[src/rtl/alu_sequencer.sv]
// Request-side sequencer for the 5-bit ALU datapath: accepts an operation, strobes the
// ALU input/output registers in order and returns the captured result on a response channel.
module alu_sequencer #(
    parameter int WIDTH       = 5,
    parameter int OP_W        = 3,
    parameter int NUM_OPS     = 6,
    parameter int EXEC_CYCLES = 1
) (
    input  logic             clk,
    input  logic             rst_n,
    input  logic             req_valid,
    output logic             req_ready,
    input  logic [WIDTH-1:0] req_a,
    input  logic [WIDTH-1:0] req_b,
    input  logic [OP_W-1:0]  req_op,
    output logic [WIDTH-1:0] a_data,
    output logic [WIDTH-1:0] b_data,
    output logic [OP_W-1:0]  op_sel,
    output logic             load,
    output logic             enable,
    input  logic             alu_carry,
    input  logic [WIDTH-1:0] res_reg,
    output logic             resp_valid,
    input  logic             resp_ready,
    output logic [WIDTH-1:0] resp_data,
    output logic             resp_carry,
    output logic             resp_err,
    output logic             busy,
    output logic [7:0]       op_count,
    output logic [2:0]       dbg_state_o
);

    typedef enum logic [2:0] {
        IDLE    = 3'd0,
        LOAD    = 3'd1,
        EXEC    = 3'd2,
        CAPTURE = 3'd3,
        RESP    = 3'd4
    } state_t;

    localparam logic [3:0] EXEC_LAST = 4'(EXEC_CYCLES - 1);

    state_t           state_q;
    logic [WIDTH-1:0] a_q;
    logic [WIDTH-1:0] b_q;
    logic [OP_W-1:0]  op_q;
    logic [3:0]       cnt_q;
    logic             load_q;
    logic             enable_q;
    logic             resp_valid_q;
    logic             resp_carry_q;
    logic             resp_err_q;
    logic [7:0]       count_q;
    logic             op_legal;

    assign op_legal = ({1'b0, req_op} < (OP_W + 1)'(NUM_OPS));

    // Both channels: a transfer happens on a posedge where valid and ready are both high;
    // the sender holds its payload stable from raising valid until that edge.
    always_ff @(posedge clk or negedge rst_n) begin
        if (!rst_n) begin
            state_q      <= IDLE;
            a_q          <= '0;
            b_q          <= '0;
            op_q         <= '0;
            cnt_q        <= '0;
            load_q       <= 1'b0;
            enable_q     <= 1'b0;
            resp_valid_q <= 1'b0;
            resp_carry_q <= 1'b0;
            resp_err_q   <= 1'b0;
            count_q      <= '0;
        end else begin
            case (state_q)
                IDLE: begin
                    if (req_valid) begin
                        a_q  <= req_a;
                        b_q  <= req_b;
                        op_q <= req_op;
                        if (op_legal) begin
                            state_q <= LOAD;
                            load_q  <= 1'b1;
                        end else begin
                            // Illegal opcodes never touch the ALU registers.
                            state_q      <= RESP;
                            resp_valid_q <= 1'b1;
                            resp_err_q   <= 1'b1;
                            resp_carry_q <= 1'b0;
                        end
                    end
                end
                LOAD: begin
                    load_q  <= 1'b0;
                    cnt_q   <= '0;
                    state_q <= EXEC;
                end
                EXEC: begin
                    if (cnt_q == EXEC_LAST) begin
                        state_q  <= CAPTURE;
                        enable_q <= 1'b1;
                    end else begin
                        cnt_q <= cnt_q + 4'd1;
                    end
                end
                CAPTURE: begin
                    enable_q     <= 1'b0;
                    resp_carry_q <= alu_carry;
                    resp_err_q   <= 1'b0;
                    resp_valid_q <= 1'b1;
                    state_q      <= RESP;
                end
                RESP: begin
                    if (resp_ready) begin
                        resp_valid_q <= 1'b0;
                        resp_carry_q <= 1'b0;
                        resp_err_q   <= 1'b0;
                        count_q      <= count_q + 8'd1;
                        state_q      <= IDLE;
                    end
                end
                default: state_q <= IDLE;
            endcase
        end
    end

    assign req_ready   = (state_q == IDLE);
    assign busy        = (state_q != IDLE);
    assign a_data      = a_q;
    assign b_data      = b_q;
    assign op_sel      = op_q;
    assign load        = load_q;
    assign enable      = enable_q;
    assign resp_valid  = resp_valid_q;
    assign resp_carry  = resp_carry_q;
    assign resp_err    = resp_err_q;
    assign op_count    = count_q;
    assign dbg_state_o = state_q;

    // The output register captured on the edge that entered RESP, so res_reg is current here.
    assign resp_data = (resp_valid_q && !resp_err_q) ? res_reg : '0;

endmodule

[config.mk]
export PLATFORM = sky130hd
export DESIGN_NAME = alu_sequencer
export DESIGN_NICKNAME = d
export VERILOG_FILES = /design/src/rtl/alu_sequencer.sv
export SDC_FILE = /design/constraint.sdc
export NUM_CORES = 1
export LEC_CHECK = 0
export CELL_PAD_IN_SITES_DETAIL_PLACEMENT = 1
export CELL_PAD_IN_SITES_GLOBAL_PLACEMENT = 2
export CORE_MARGIN = 2
export CORE_UTILIZATION = 31
export CTS_BUF_LIST = sky130_fd_sc_hd__clkbuf_4
export CTS_CLUSTER_SIZE = 16
export DETAILED_ROUTE_END_ITERATION = 12
export PLACE_DENSITY_LB_ADDON = 0.1
export SLEW_MARGIN = 15
export SYNTH_ARGS = -nofsm -noshare
export SYNTH_HDL_FRONTEND = slang
export SYNTH_SLANG_ARGS = --single-unit
[constraint.sdc]
create_clock -name clk -period 2.2 [get_ports clk]
set_clock_uncertainty 0.05 [all_clocks]
set_input_delay 0.44 -clock clk [delete_from_list [all_inputs] [get_ports clk]]
set_output_delay 0.44 -clock clk [all_outputs]
set_load 0.02 [all_outputs]
* Word-level counts from Yosys, hierarchy flattened
Cells that the tools add are included.
** Storage, ports and cells
- Input port bits :: 23
- Register bits :: 33
- Output and inout bits :: 36
- Word-level logic and storage cells :: 61
** Cells by class
- Equal/unequal tests :: 10
- Mux-type cells :: 21
- Add/subtract/negate cells :: 2
- Order comparisons :: 1
- Reductions and logical operators :: 16
** Operators with widths (count)
- $pmux 3 s5 :: 1
- $mux 3 :: 4
- $ne 2x2->1 const B :: 5
- $pmux 1 s3 :: 3
- $add 8x1->8 const B :: 1
- $mux 1 :: 8
- $pmux 4 s2 :: 1
- $reduce_and 2->1 :: 4
- $eq 3x2->1 const B :: 2
- $reduce_and 3->1 :: 2
- $reduce_bool 2->1 :: 3
- $reduce_bool 3->1 :: 2
- $mux 5 :: 1
- $add 4x1->4 const B :: 1
- $logic_not 4->1 :: 1
- $mux 4 :: 1
- $pmux 1 s2 :: 2
- $reduce_and 4->1 :: 1
- $eq 3x1->1 const B :: 1
- $eq 3x3->1 const B :: 1
- $logic_not 3->1 :: 1
- $lt 3x3->1 const B :: 1
- $ne 2x1->1 const B :: 1
- $logic_and 1x1->1 :: 1
- $logic_not 1->1 :: 1

* Longest topological paths before layout
- Depth after elaboration :: 4
- Gate-level depth with buffers :: 5
- Gate-level depth less buffers :: 5

* Least setup slack after synthesis
No wires, ideal clock.
- Path kind :: register to register
- Start point :: register state_q[2] (netlist: dbg_state_o[2])
- End point :: register a_q[2] (netlist: a_data[2])
- Buffers on the path :: 1
- Setup slack :: 0.414 ns
- Data arrival time :: 1.610 ns
- Library setup time :: 0.125 ns
- Stages on the path, launching flop included :: 5
- Clock period less this slack :: 1.786 ns
- Required time :: 2.025 ns
- Path through :: dfrtp_1 > nor3_2 > and2_4 > buf_12 > mux2_4
** Between the ends
- Cells in the longest elaborated chain, start to end :: 2
** Ends and longest elaborated chain
- start, declared :: RTL line 43 : state_t state_q;
- start signal, assigned :: RTL line 62 : state_q <= IDLE;
- start signal, assigned :: RTL line 81 : state_q <= LOAD;
- start signal, assigned :: RTL line 85 : state_q <= RESP;
- $logic_not 3->1
- via req_ready :: RTL line 12 : output logic req_ready,
- $reduce_and 2->1 (no source line)
- end signal, assigned :: RTL line 77 : a_q <= req_a;
- end, declared :: RTL line 44 : logic [WIDTH-1:0] a_q;
The timed path passes the listed nets, and every way through them passes these cells.
A chain may end at the register's enable or synchronous reset.

* Final worst setup path
- Start point :: register state_q[2] (netlist: dbg_state_o[2])
- End point :: output busy
** Between the ends
- Cells in the longest elaborated chain, start to end :: 1
** Ends and longest elaborated chain
- $reduce_bool 3->1 :: RTL line 127 : assign busy = (state_q != IDLE);
- end, declared :: RTL line 28 : output logic busy,
No other way between the ends.

==> flow_summary_export.csv <==
group,metric,value,unit
sta,rsz0062_at_grt,"no",
job,drv_cap,0,
synthesis,yosys.area_share.adder,0.02322,
synthesis,synth_top_family_by_area,"simple AND/OR/NAND/NOR gates",
routing,wl,4202,um
synthesis,synthMuxAreaShare,0.1517,
synthesis,yosysTopAreaCell,"dfrtp_1",
synthesis,synthCells,132,
worst_hold_path,hp-class,"in2async",
synthesis,seq_area_frac_synth,0.5108,
synthesis,synth_seq_cells,33,
sta,finalSetupViolations,0,
sta,hold_viol,0,
routing,dr.pass1.iters,4,
placed_design,dp.cells,260,
synthesis,ys.flop_type,"dfrtp_1",
synthesis,yosysMostFrequentCell,"dfrtp_1",
cts,cts_tree,"done",
placed_design,dpl.hpwl,3094,um
routing,drc,0,
sta,period_share,0.9574,
synthesis,yosys.area_share.simple,0.1563,
cells_and_area,layout-area-overhead-vs-synth,45.90,%
cts,cts_buffers,5,
floorplanning,core_area,0.005075,mm^2
worst_setup_path,required,1.71,ns
cts,cts_num_sinks,33,
synthesis,synth_nets,158,
synthesis,async_reset_ff_frac,1.000,
synthesis,synth.distinct_cells,39,
floorplanning,die_y,76.21,um
outcome,status,"completed",
cts,clk_path_buf_depth,2,
routing,via_count,1271,
cells_and_area,regArea,825.8,um^2
global_route,grt_pass1_wl,7334,um
sta,maxSlewViolCount,0,
floorplanning,fp.dieArea,0.005808,mm^2
sta,max_clock_freq,0.4748,GHz
worst_setup_path,crit_type,"reg2out",
cells_and_area,fill_cells,582,
cts,clk_latency,0.34,ns
cells_and_area,drive_above_1_share,0.1667,
power_and_ir_drop,net-switching-power,1.229,mW
sta,worst_pin_slew,0.4296,ns
floorplanning,die_w,76.21,um
cts,cts_setup_buffers,0,
worst_setup_path,worst_setup_path_end_kind,"primary output",
synthesis,synth_compound_area_frac,0.07198,
cells_and_area,fin_cells,268,
synthesis,synthTopCellsByArea,"dfrtp_1 51%, mux2_4 9.3%, mux2i_1 3.1%",
cells_and_area,n_antenna_cell,0,
cts,htreeDepth,2,
cts,clk_pin_slew_worst_paths,0.12,ns
power_and_ir_drop,combPwrFrac,0.540,
power_and_ir_drop,p_int,1.947,mW
global_route,grt_max_degree,34,
power_and_ir_drop,power_frac_seq,0.310,
worst_setup_path,cp_max_fo,3,
global_route,antenna_found_initial,0,
routing,drt-wirelength-per-cell,15.68,um
power_and_ir_drop,swShare,0.3869,
global_route,first_global_vias,1443,
synthesis,ys_top_cells_by_count,"33 x dfrtp_1, 10 x mux2_4, 8 x nand2_1",
cells_and_area,fin_util,0.4647,
floorplanning,initial_core_util,0.3185,
cells_and_area,multiInputGateArea,724.4,um^2
routing,drtIter0Drc,41,
sta,period_needed,2.106,ns
global_route,track_usage,0.1585,
cells_and_area,nets,223,
global_route,grt-ovfl-total,0,
synthesis,syn_area_per_cell,12.25,um^2
floorplanning,row_count,26,
worst_setup_path,arrival,1.62,ns
sta,fin_tns_setup,0,ns
routing,viasPerCell,4.743,
synthesis,synth-edff-count,0,
synthesis,synth_xor_area_frac,0.04334,
worst_setup_path,r2r_slack,0.63,ns
routing,ant_nets,0,
synthesis,synth.top_cell.area_share,0.5108,
power_and_ir_drop,leakagePower,1.041,nW
synthesis,synth_area,0.001617,mm^2
floorplanning,io_pins,59,
power_and_ir_drop,ir_drop,0.5122,mV
power_and_ir_drop,p_clk_frac,0.150,
placed_design,io_buffers,58,
sta,slew_headroom,0.7136,
cts,cts-root-buf,"clkbuf_4",
power_and_ir_drop,p_per_area,1346,mW/mm^2
worst_setup_path,start_kind,"flop",
placed_design,gp_congestion,0.7442,
synthesis,synth_warnings,0,
[cell type report]
cell class	count	area share
Clock buffer	5	0.01592
Clock inverter	3	0.01963
Inverter	7	0.01114
Multi-Input combinational cell	87	0.3072
Sequential cell	33	0.3501
Tap cell	70	0.03714
Timing Repair Buffer	63	0.2589
[worst paths after layout]
check	startpoint	end	depth (start not counted)
max	dbg_state_o[2]	busy	3
min	rst_n	a_data[2]	2
max reg2reg	dbg_state_o[2]	resp_err	4
min reg2reg	op_count[7]	op_count[7]	1
max in group asynchronous	rst_n	op_count[1]	2
min in group clk	op_count[7]	op_count[7]	1
[layout by cell type, fill, tap and decap left out, types with 5 or more instances in the layout]
cell type and n:
nand2_1 8, dfrtp_1 33, mux2_4 10, nor2_1 7, dlygate4sd2_1 6, and2_1 5
buf_4 5, mux2i_1 5, clkbuf_4 5, clkdlybuf4s50_1 52, inv_1 7
[stage by stage]
step	cell area (um^2)	hold WS, ns	total power [mW]	worst slack, ns
2_1_floorplan	1617	0.09441	1.996	0.4144
3_3_place_gp	2280	0.4081	2.705	0.1210
3_5_place_dp	2280	0.4281	2.760	0.06018
4_1_cts	2359	0.4340	3.225	0.04545
5_1_grt	2359	0.4489	3.381	0.01021
6_report	2359	0.4308	3.175	0.09380
[worst max-delay path, stage by stage (launching register included)]
cell	delay, ns
dfrtp_1	0.43
nor3_2	0.25
inv_1	0.06
clkdlybuf4s50_1	0.53
[what timing repair did]
item	CTS	global route
hold buffers	0	0
setup endpoints to repair	6	0
resized for setup	7	0
[cell families after synthesis]
family                     count (synthesis)
and+or+nand+nor                           41
DFF                                       33
muxes                                     19
AOI/OAI and AO/OA                         16
buffers and inverters                     12
xor gates and xnor gates                   8
adders and majority gates                  3
[power by group through the flow]
stage / clock (mW) / combinational (mW) / sequential, mW
final: 0.475 / 1.72 / 0.984
after global routing: 0.523 / 1.84 / 1.02
after CTS: 0.493 / 1.74 / 0.989
after detailed placement: 0 / 1.76 / 1.00
after global placement: 0 / 1.72 / 0.983
after floorplan: 0 / 0.728 / 1.27
[state kept, by name (all words and copies together), names as in the netlist]
name	cells
a_data	5
b_data	5
cnt_q	4
dbg_state_o	3
enable	1
load	1
op_count	8
op_sel	3
resp_carry	1
resp_err	1
resp_valid	1
[routing by layer]
metal / vias up / part of all wire / global-route usage / wire (um)
met2: 38 / 0.51 / 0.2796 / 2155
met5: - / 0 / 0 / 0
met1: 635 / 0.43 / 0.1855 / 1796
met4: 0 / 0.013 / 0.04545 / 53
li1: 592 / - / - / -
met3: 6 / 0.047 / 0.04858 / 197
Note: power is estimated with default switching activity, not from simulation.
